$ cat config.mk
export PLATFORM = sky130hd
export DESIGN_NAME = uart_cmd_wrapper
export DESIGN_NICKNAME = d
export VERILOG_FILES = /design/src/rtl/uart_cmd_wrapper.sv
export SDC_FILE = /design/constraint.sdc
export NUM_CORES = 1
export LEC_CHECK = 0
export ABC_AREA = 1
export BUFFER_PORTS_ARGS = -buffer_cell sky130_fd_sc_hd__buf_2
export CELL_PAD_IN_SITES_DETAIL_PLACEMENT = 1
export CELL_PAD_IN_SITES_GLOBAL_PLACEMENT = 1
export CORE_AREA = 2 2 102 104
export CTS_BUF_LIST = sky130_fd_sc_hd__clkbuf_8
export DETAILED_ROUTE_END_ITERATION = 6
export DIE_AREA = 0 0 104 106
export PLACE_DENSITY_LB_ADDON = 0.1
export SLEW_MARGIN = 20
export SYNTH_ARGS = -nofsm -noshare
export SYNTH_HDL_FRONTEND = slang
export SYNTH_SLANG_ARGS = --single-unit
$ cat constraint.sdc
create_clock -name clk -period 3.75 [get_ports clk]
set_input_delay 0.75 -clock clk [delete_from_list [all_inputs] [get_ports clk]]
set_output_delay 0.75 -clock clk [all_outputs]
set_load 0.02 [all_outputs]
$ cat src/rtl/uart_cmd_wrapper.sv
// UART front end: 8N1 receiver assembling 24-bit commands and a single-byte
// response transmitter, sharing nothing but the clock and reset.
module uart_cmd_wrapper #(
    parameter int BAUD_DIV = 2604
) (
    input  logic        clk,
    input  logic        rst_n,
    input  logic        RX,
    output logic        TX,
    output logic [23:0] cmd,
    output logic        cmd_rdy,
    input  logic        clr_cmd_rdy,
    input  logic        send_resp,
    input  logic [7:0]  resp_data,
    output logic        resp_sent
);

    localparam int CW = $clog2(BAUD_DIV) + 1;
    localparam logic [CW-1:0] FULL = CW'(BAUD_DIV - 1);
    localparam logic [CW-1:0] HALF = CW'(BAUD_DIV / 2 - 1);
    localparam logic [CW-1:0] ONE  = CW'(1);

    typedef enum logic [1:0] {IDLE, START, DATA, STOP} state_e;

    logic          rx_s1_q, rx_s2_q, rx_prev_q;
    state_e        rx_st_q, rx_st_d;
    logic [CW-1:0] rx_cnt_q, rx_cnt_d;
    logic [2:0]    rx_bit_q, rx_bit_d;
    logic [7:0]    rx_sh_q, rx_sh_d;
    logic          byte_ok, byte_bad;

    logic [1:0]    byte_cnt_q, byte_cnt_d;
    logic [23:0]   cmd_q, cmd_d;
    logic          cmd_rdy_q, cmd_rdy_d;

    state_e        tx_st_q, tx_st_d;
    logic [CW-1:0] tx_cnt_q, tx_cnt_d;
    logic [2:0]    tx_bit_q, tx_bit_d;
    logic [7:0]    tx_sh_q, tx_sh_d;
    logic          tx_q, tx_d;
    logic          resp_sent_q, resp_sent_d;

    // rx_prev_q trails the synchronised line for falling-edge detection
    always_ff @(posedge clk or negedge rst_n) begin
        if (!rst_n) begin
            rx_s1_q   <= 1'b1;
            rx_s2_q   <= 1'b1;
            rx_prev_q <= 1'b1;
        end else begin
            rx_s1_q   <= RX;
            rx_s2_q   <= rx_s1_q;
            rx_prev_q <= rx_s2_q;
        end
    end

    always_comb begin
        rx_st_d  = rx_st_q;
        rx_cnt_d = rx_cnt_q;
        rx_bit_d = rx_bit_q;
        rx_sh_d  = rx_sh_q;
        byte_ok  = 1'b0;
        byte_bad = 1'b0;
        unique case (rx_st_q)
            IDLE: begin
                if (rx_prev_q && !rx_s2_q) begin
                    rx_st_d  = START;
                    rx_cnt_d = HALF;
                end
            end
            START: begin
                if (rx_cnt_q == '0) begin
                    if (rx_s2_q) begin
                        rx_st_d = IDLE;
                    end else begin
                        rx_st_d  = DATA;
                        rx_cnt_d = FULL;
                        rx_bit_d = 3'd0;
                    end
                end else begin
                    rx_cnt_d = rx_cnt_q - ONE;
                end
            end
            DATA: begin
                if (rx_cnt_q == '0) begin
                    rx_sh_d  = {rx_s2_q, rx_sh_q[7:1]};
                    rx_cnt_d = FULL;
                    if (rx_bit_q == 3'd7) begin
                        rx_st_d = STOP;
                    end else begin
                        rx_bit_d = rx_bit_q + 3'd1;
                    end
                end else begin
                    rx_cnt_d = rx_cnt_q - ONE;
                end
            end
            STOP: begin
                if (rx_cnt_q == '0) begin
                    rx_st_d  = IDLE;
                    byte_ok  = rx_s2_q;
                    byte_bad = !rx_s2_q;
                end else begin
                    rx_cnt_d = rx_cnt_q - ONE;
                end
            end
            default: rx_st_d = IDLE;
        endcase
    end

    // A held command is never overwritten; the set of cmd_rdy beats a clear
    always_comb begin
        byte_cnt_d = byte_cnt_q;
        cmd_d      = cmd_q;
        cmd_rdy_d  = cmd_rdy_q;
        if (clr_cmd_rdy) begin
            cmd_rdy_d = 1'b0;
        end
        if (byte_bad) begin
            byte_cnt_d = 2'd0;
        end else if (byte_ok && !cmd_rdy_q) begin
            if (byte_cnt_q == 2'd0) begin
                cmd_d[23:16] = rx_sh_q;
                byte_cnt_d   = 2'd1;
            end else if (byte_cnt_q == 2'd1) begin
                cmd_d[15:8] = rx_sh_q;
                byte_cnt_d  = 2'd2;
            end else begin
                cmd_d[7:0] = rx_sh_q;
                byte_cnt_d = 2'd0;
                cmd_rdy_d  = 1'b1;
            end
        end
    end

    always_comb begin
        tx_st_d     = tx_st_q;
        tx_cnt_d    = tx_cnt_q;
        tx_bit_d    = tx_bit_q;
        tx_sh_d     = tx_sh_q;
        tx_d        = tx_q;
        resp_sent_d = 1'b0;
        unique case (tx_st_q)
            IDLE: begin
                tx_d = 1'b1;
                if (send_resp) begin
                    tx_sh_d  = resp_data;
                    tx_d     = 1'b0;
                    tx_st_d  = START;
                    tx_cnt_d = FULL;
                end
            end
            START: begin
                if (tx_cnt_q == '0) begin
                    tx_st_d  = DATA;
                    tx_d     = tx_sh_q[0];
                    tx_bit_d = 3'd0;
                    tx_cnt_d = FULL;
                end else begin
                    tx_cnt_d = tx_cnt_q - ONE;
                end
            end
            DATA: begin
                if (tx_cnt_q == '0) begin
                    tx_cnt_d = FULL;
                    if (tx_bit_q == 3'd7) begin
                        tx_st_d = STOP;
                        tx_d    = 1'b1;
                    end else begin
                        tx_bit_d = tx_bit_q + 3'd1;
                        tx_sh_d  = {1'b0, tx_sh_q[7:1]};
                        tx_d     = tx_sh_q[1];
                    end
                end else begin
                    tx_cnt_d = tx_cnt_q - ONE;
                end
            end
            STOP: begin
                if (tx_cnt_q == '0) begin
                    tx_st_d     = IDLE;
                    tx_d        = 1'b1;
                    resp_sent_d = 1'b1;
                end else begin
                    tx_cnt_d = tx_cnt_q - ONE;
                end
            end
            default: tx_st_d = IDLE;
        endcase
    end

    always_ff @(posedge clk or negedge rst_n) begin
        if (!rst_n) begin
            rx_st_q     <= IDLE;
            rx_cnt_q    <= '0;
            rx_bit_q    <= 3'd0;
            rx_sh_q     <= 8'h00;
            byte_cnt_q  <= 2'd0;
            cmd_q       <= 24'h000000;
            cmd_rdy_q   <= 1'b0;
            tx_st_q     <= IDLE;
            tx_cnt_q    <= '0;
            tx_bit_q    <= 3'd0;
            tx_sh_q     <= 8'h00;
            tx_q        <= 1'b1;
            resp_sent_q <= 1'b0;
        end else begin
            rx_st_q     <= rx_st_d;
            rx_cnt_q    <= rx_cnt_d;
            rx_bit_q    <= rx_bit_d;
            rx_sh_q     <= rx_sh_d;
            byte_cnt_q  <= byte_cnt_d;
            cmd_q       <= cmd_d;
            cmd_rdy_q   <= cmd_rdy_d;
            tx_st_q     <= tx_st_d;
            tx_cnt_q    <= tx_cnt_d;
            tx_bit_q    <= tx_bit_d;
            tx_sh_q     <= tx_sh_d;
            tx_q        <= tx_d;
            resp_sent_q <= resp_sent_d;
        end
    end

    assign TX        = tx_q;
    assign cmd       = cmd_q;
    assign cmd_rdy   = cmd_rdy_q;
    assign resp_sent = resp_sent_q;

endmodule
Word-level counts from Yosys, hierarchy flattened

Cells that the tools add are included.

Bits in read-only memories: 0
Bits of input ports: 13
Flip-flop bits (word level): 84
Memories: 0
Bits in latches: 0
Output and inout port bits: 27
RAM bits: 0

Mux-type cells: 57
Multiply operators: 0
Shift operators: 0
Bitwise operators: 3
Add/sub/neg operators: 4
Divide/modulo/power cells: 0
Reduce and logical (&&, ||, !) cells: 26
Order comparisons: 0
Equality and inequality tests: 25

Operators with widths:

| kind                                                 | count |
|---|---|
| 2-to-1 mux 13 bit                                    | 8 |
| one-hot mux 13 bit (4 select lines)                  | 1 |
| one-hot mux 13 bit (3 select lines)                  | 1 |
| 2-to-1 mux 2 bit                                     | 15 |
| inequality test 2 bit (second input constant)        | 15 |
| zero test 13 bit                                     | 2 |
| subtractor 13 x 1 -> 13 bit (second input constant)  | 2 |
| 2-to-1 mux 8 bit                                     | 3 |
| 2-to-1 mux 3 bit                                     | 7 |
| 2-to-1 mux 1 bit                                     | 16 |
| one-hot mux 2 bit (4 select lines)                   | 2 |
| one-hot mux 8 bit (2 select lines)                   | 1 |
| AND reduction 4 bit                                  | 4 |
| AND reduction 5 bit                                  | 3 |
| one-hot mux 3 bit (2 select lines)                   | 2 |
| AND reduction 3 bit                                  | 3 |
| equality test 2 bit (second input constant)          | 4 |
| nonzero test 2 bit                                   | 4 |
| adder 3 x 1 -> 3 bit (second input constant)         | 2 |
| equality test 2 x 1 -> 1 bit (second input constant) | 3 |
| equality test 3 bit (second input constant)          | 2 |
| zero test 2 bit                                      | 3 |
| one-hot mux 1 bit (4 select lines)                   | 1 |
| AND reduction 2 bit                                  | 2 |
| other kinds (5)                                      | 9 |

Logic depth before layout (Yosys ltp)

Depth in word-level cells: 6
Depth in mapped cells: 11

Worst setup path after synthesis

OpenSTA, ideal clock, no wires.

Kind: register to register
From: reg rx_st_q[0]
To: reg with a tool-made name
Arrival time: 1.481 ns
Setup time: 0.123 ns
Slack: 2.146 ns
Data required time: 3.627 ns
Cell stages (with the launch flop): 10
Path buffers: 1
Path through: dfrtp_1 > inv_1 > ha_1 > inv_1 > clkbuf_1 > nand3_1 > nand2_1 > nand2_1 > o21ai_0 > nand2_1

RTL lines:

| item                     | line | source |
|---|---|---|
| start: declaration       | 26   | `state_e rx_st_q, rx_st_d;` |
| start signal: assignment | 205  | `rx_st_q <= rx_st_d;` |

Worst setup path after layout

From: reg tx_st_q[0]
To: reg tx_st_q[1]

Word-level cells in the longest chain between the ends: 3
Elaborated cells on any way between the ends: 11

Ends and longest elaborated chain:

| item                                              | line | source |
|---|---|---|
| start: declaration                                | 36   | `state_e tx_st_q, tx_st_d;` |
| start signal: assignment                          | 212  | `tx_st_q <= tx_st_d;` |
| equality test 2 bit, or another cell as far along | 141  | `unique case (tx_st_q)` |
| inequality test 2 bit (no line)                   | --   |  |
| AND reduction 5 bit (no line)                     | --   |  |

Parallel ways exist; a longest one is shown, timed or not.
A chain may end at the register's enable or synchronous reset.

==> results.toml <==
[outcome]
status = "completed"

[setup_path]
cp-startpoint = "tx_st_q[0]"
crit_required_ns = 4.04
slowest_stage = "ha_1"
startpoint_type = "flop"
critPathMaxStageDelay_ns = 0.44
crit_fanout = 12
rr_startpoint = "tx_st_q[0]"
arrival_ns = 2.36
crit_path_end_kind = "flop"
cp_cell_sequence = "inv_1, ha_1, clkinv_1, nor2_1, nand3b_2, nand2_1, o21ai_1"
path_class = "flop to flop"

[timing]
slew_headroom = 0.588
hold_violations = 0
fmax_ghz = 0.483
fin_worst_skew_ns = 0.0211
worst_slew_pin_slew_ns = 0.618
finalSetupViolCount = 0
rsz0062_at_grt = "no"
period_needed_ns = 2.07
totalNegativeSetupSlack_ns = 0
period_share = 0.553
drv_slew = 0

[floorplanning]
initial_core_util = 0.481
fp.dieW_um = 104
pin_count = 40
design.die.area_um2 = 11000
row_count = 37
dieHeight_um = 106
core_um2 = 10000

[yosys]
yosys.cell_types.count = 37
synth_edf_count = 0
synthArstFlopShare = 1.00
avgSynthCellArea_um2 = 7.96
yosysWarnings = 0
synth_commonest_cells = "nand2_1 (206), dfrtp_1 (80), inv_1 (56), nor2_1 (48), nand3_1 (45)"
yosysMostFrequentCell = "nand2_1"
ys_ff_latch = 84
synth_area_leaders = "dfrtp_1 (42%), nand2_1 (16%), nand3_1 (4.7%)"
synth_nets = 634
synth_top_area_frac = 0.417
synth.largest_area_cell = "dfrtp_1"
synthFlopType = "dfrtp_1"
synth_cells = 604
yosysSeqAreaShare = 0.438
netlist_area_um2 = 4810

[clock_tree]
htreeDepth = 3
cts_tree = "built"
post_cts_resized = 0
root_buffer = "clkbuf_8"
hold_buffers = 0
clk_latency_ns = 0.37
numCtsBuffers = 9
clk_pin_slew_ns = 0.09
post_cts_buffers = 0
cts_sinks = 84
ctsLongestPathBuffers = 2

[cells_and_area]
n_antenna_cell = 0
fin_util = 0.537
multi_input_area_um2 = 2430
drive_gt1_frac = 0.173
fin_nets = 683
stdcell_count = 794
seqCellArea_um2 = 2110
syn_to_final_growth_pct = 11.7
fill_cells = 1283
fin_area_um2 = 5370

[global_routing]
grt_pass1_vias = 4330
grt_max_degree = 48
grt_first_pass_wirelength_um = 20700
grtUsageTotal = 0.231
antenna_found_initial = 0
grt-ovfl-total = 0

[route]
wl_met2_um = 6130
viasPerCell = 5.24
wl_per_cell_um = 15.1
drt_iter0_drc = 136
dr_wl_met3_um = 299
route.detailed.drc = 0
drt-total-wl_um = 12000
ant_nets = 0
wl_met1_um = 5390
num_vias = 4157
first_pass_iters = 4
routed.top_layer = "met4"

[placed_design]
dp_hpwl_um = 9120
placedCellCount = 778
gp_congestion = 0.829
place_area_um2 = 5170
numPortBuffers = 39

[run]
drv_cap = 0

[power]
p_leak_nw = 2.91
ir_drop_uv = 411
p_per_area_nw_per_um2 = 667

[hold_path]
hp-class = "flop to flop"
min_from = "rx_s1_q"
-- worst max-delay path, delay by kind of cell (launching register included) --
kind	cells	cell delay (ns)
buffers and inverters	2	0.47
DFF	1	0.42
adders and majority gates	1	0.44
and+or+nand+nor	3	0.60
AOI/OAI and AO/OA	1	0.07
-- through the flow --
| stage | setup WS (ns) | power, mW | hold WS, ns |
|---|---|---|---|
| 3_3_place_gp | 1.81 | 2.84 | 0.347 |
| 3_5_place_dp | 1.70 | 2.93 | 0.351 |
| 2_1_floorplan | 2.15 | 2.50 | 0.345 |
| 4_1_cts | 1.66 | 3.62 | 0.363 |
| 6_report | 1.68 | 3.58 | 0.364 |
| 5_1_grt | 1.42 | 3.87 | 0.370 |
-- per-layer routing --
| metal | vias to the layer above | GRT usage |
|---|---|---|
| met3 | 18 | 0.0300 |
| met1 | 2043 | 0.292 |
| met5 | - | 0 |
| met2 | 62 | 0.412 |
| met4 | 0 | 0.0763 |
| li1 | 2034 | - |
-- cell families (layout without fill, tap and decap cells) --
kind of cell	Yosys count	in the layout	share of synthesized area
AOI/OAI and AO/OA	58	58	0.0680
xor gates and xnor gates	10	10	0.0182
adders and majority gates	17	17	0.0443
buffers and inverters	69	123	0.0565
DFF	84	84	0.438
and+or+nand+nor	366	366	0.375
-- where the power goes --
part / switching (mW) / internal, mW
sequential: 0.162 / 1.08
combinational: 1.15 / 0.520
clock: 0.360 / 0.312
-- cell usage in the layout (no fill, tap or decap), types with 3 or more instances in the layout --
cell type,count
o21ai_0,27
nor2_1,48
nor2_4,10
nor3_1,14
dfrtp_1,80
ha_1,17
inv_2,6
nand2_2,4
nand2_1,206
xor2_1,10
o21ai_1,4
a21oi_1,19
buf_2,38
inv_1,57
dfstp_2,4
nor2_2,8
nor2_8,4
nand4_1,8
buf_4,3
clkbuf_8,9
nand3b_1,3
nand2_4,8
inv_6,4
nand3_1,45
-- flip-flops by register name, indices dropped and copies added, names as in the netlist, 2 cells and up, named ones only --
signal,flops
tx_st_q,2
cmd,24
tx_bit_q,3
tx_cnt_q,13
rx_cnt_q,13
rx_bit_q,3
rx_sh_q,8
byte_cnt_q,2
tx_sh_q,8
-- path summary, 6_finish.rpt --
check,to,slack (ns),cells past startpoint
max reg2reg,tx_st_q[1],1.68,7
max in group asynchronous,rx_s2_q,2.54,2
min in group asynchronous,rx_cnt_q[11],0.39,1
min reg2reg,rx_s2_q,0.36,0
min,rx_s2_q,0.36,0
max,tx_st_q[1],1.68,7
-- final cells by class --
| type | count | area share |
|---|---|---|
| clock buffers | 9 | 0.0231 |
| multi-input cells | 451 | 0.452 |
| flip-flops and latches | 84 | 0.392 |
| well taps | 136 | 0.0317 |
| repair buffers | 41 | 0.0396 |
| clock inverters | 7 | 0.0135 |
| inverters | 66 | 0.0475 |
Note: power is estimated with default switching activity, not from simulation.
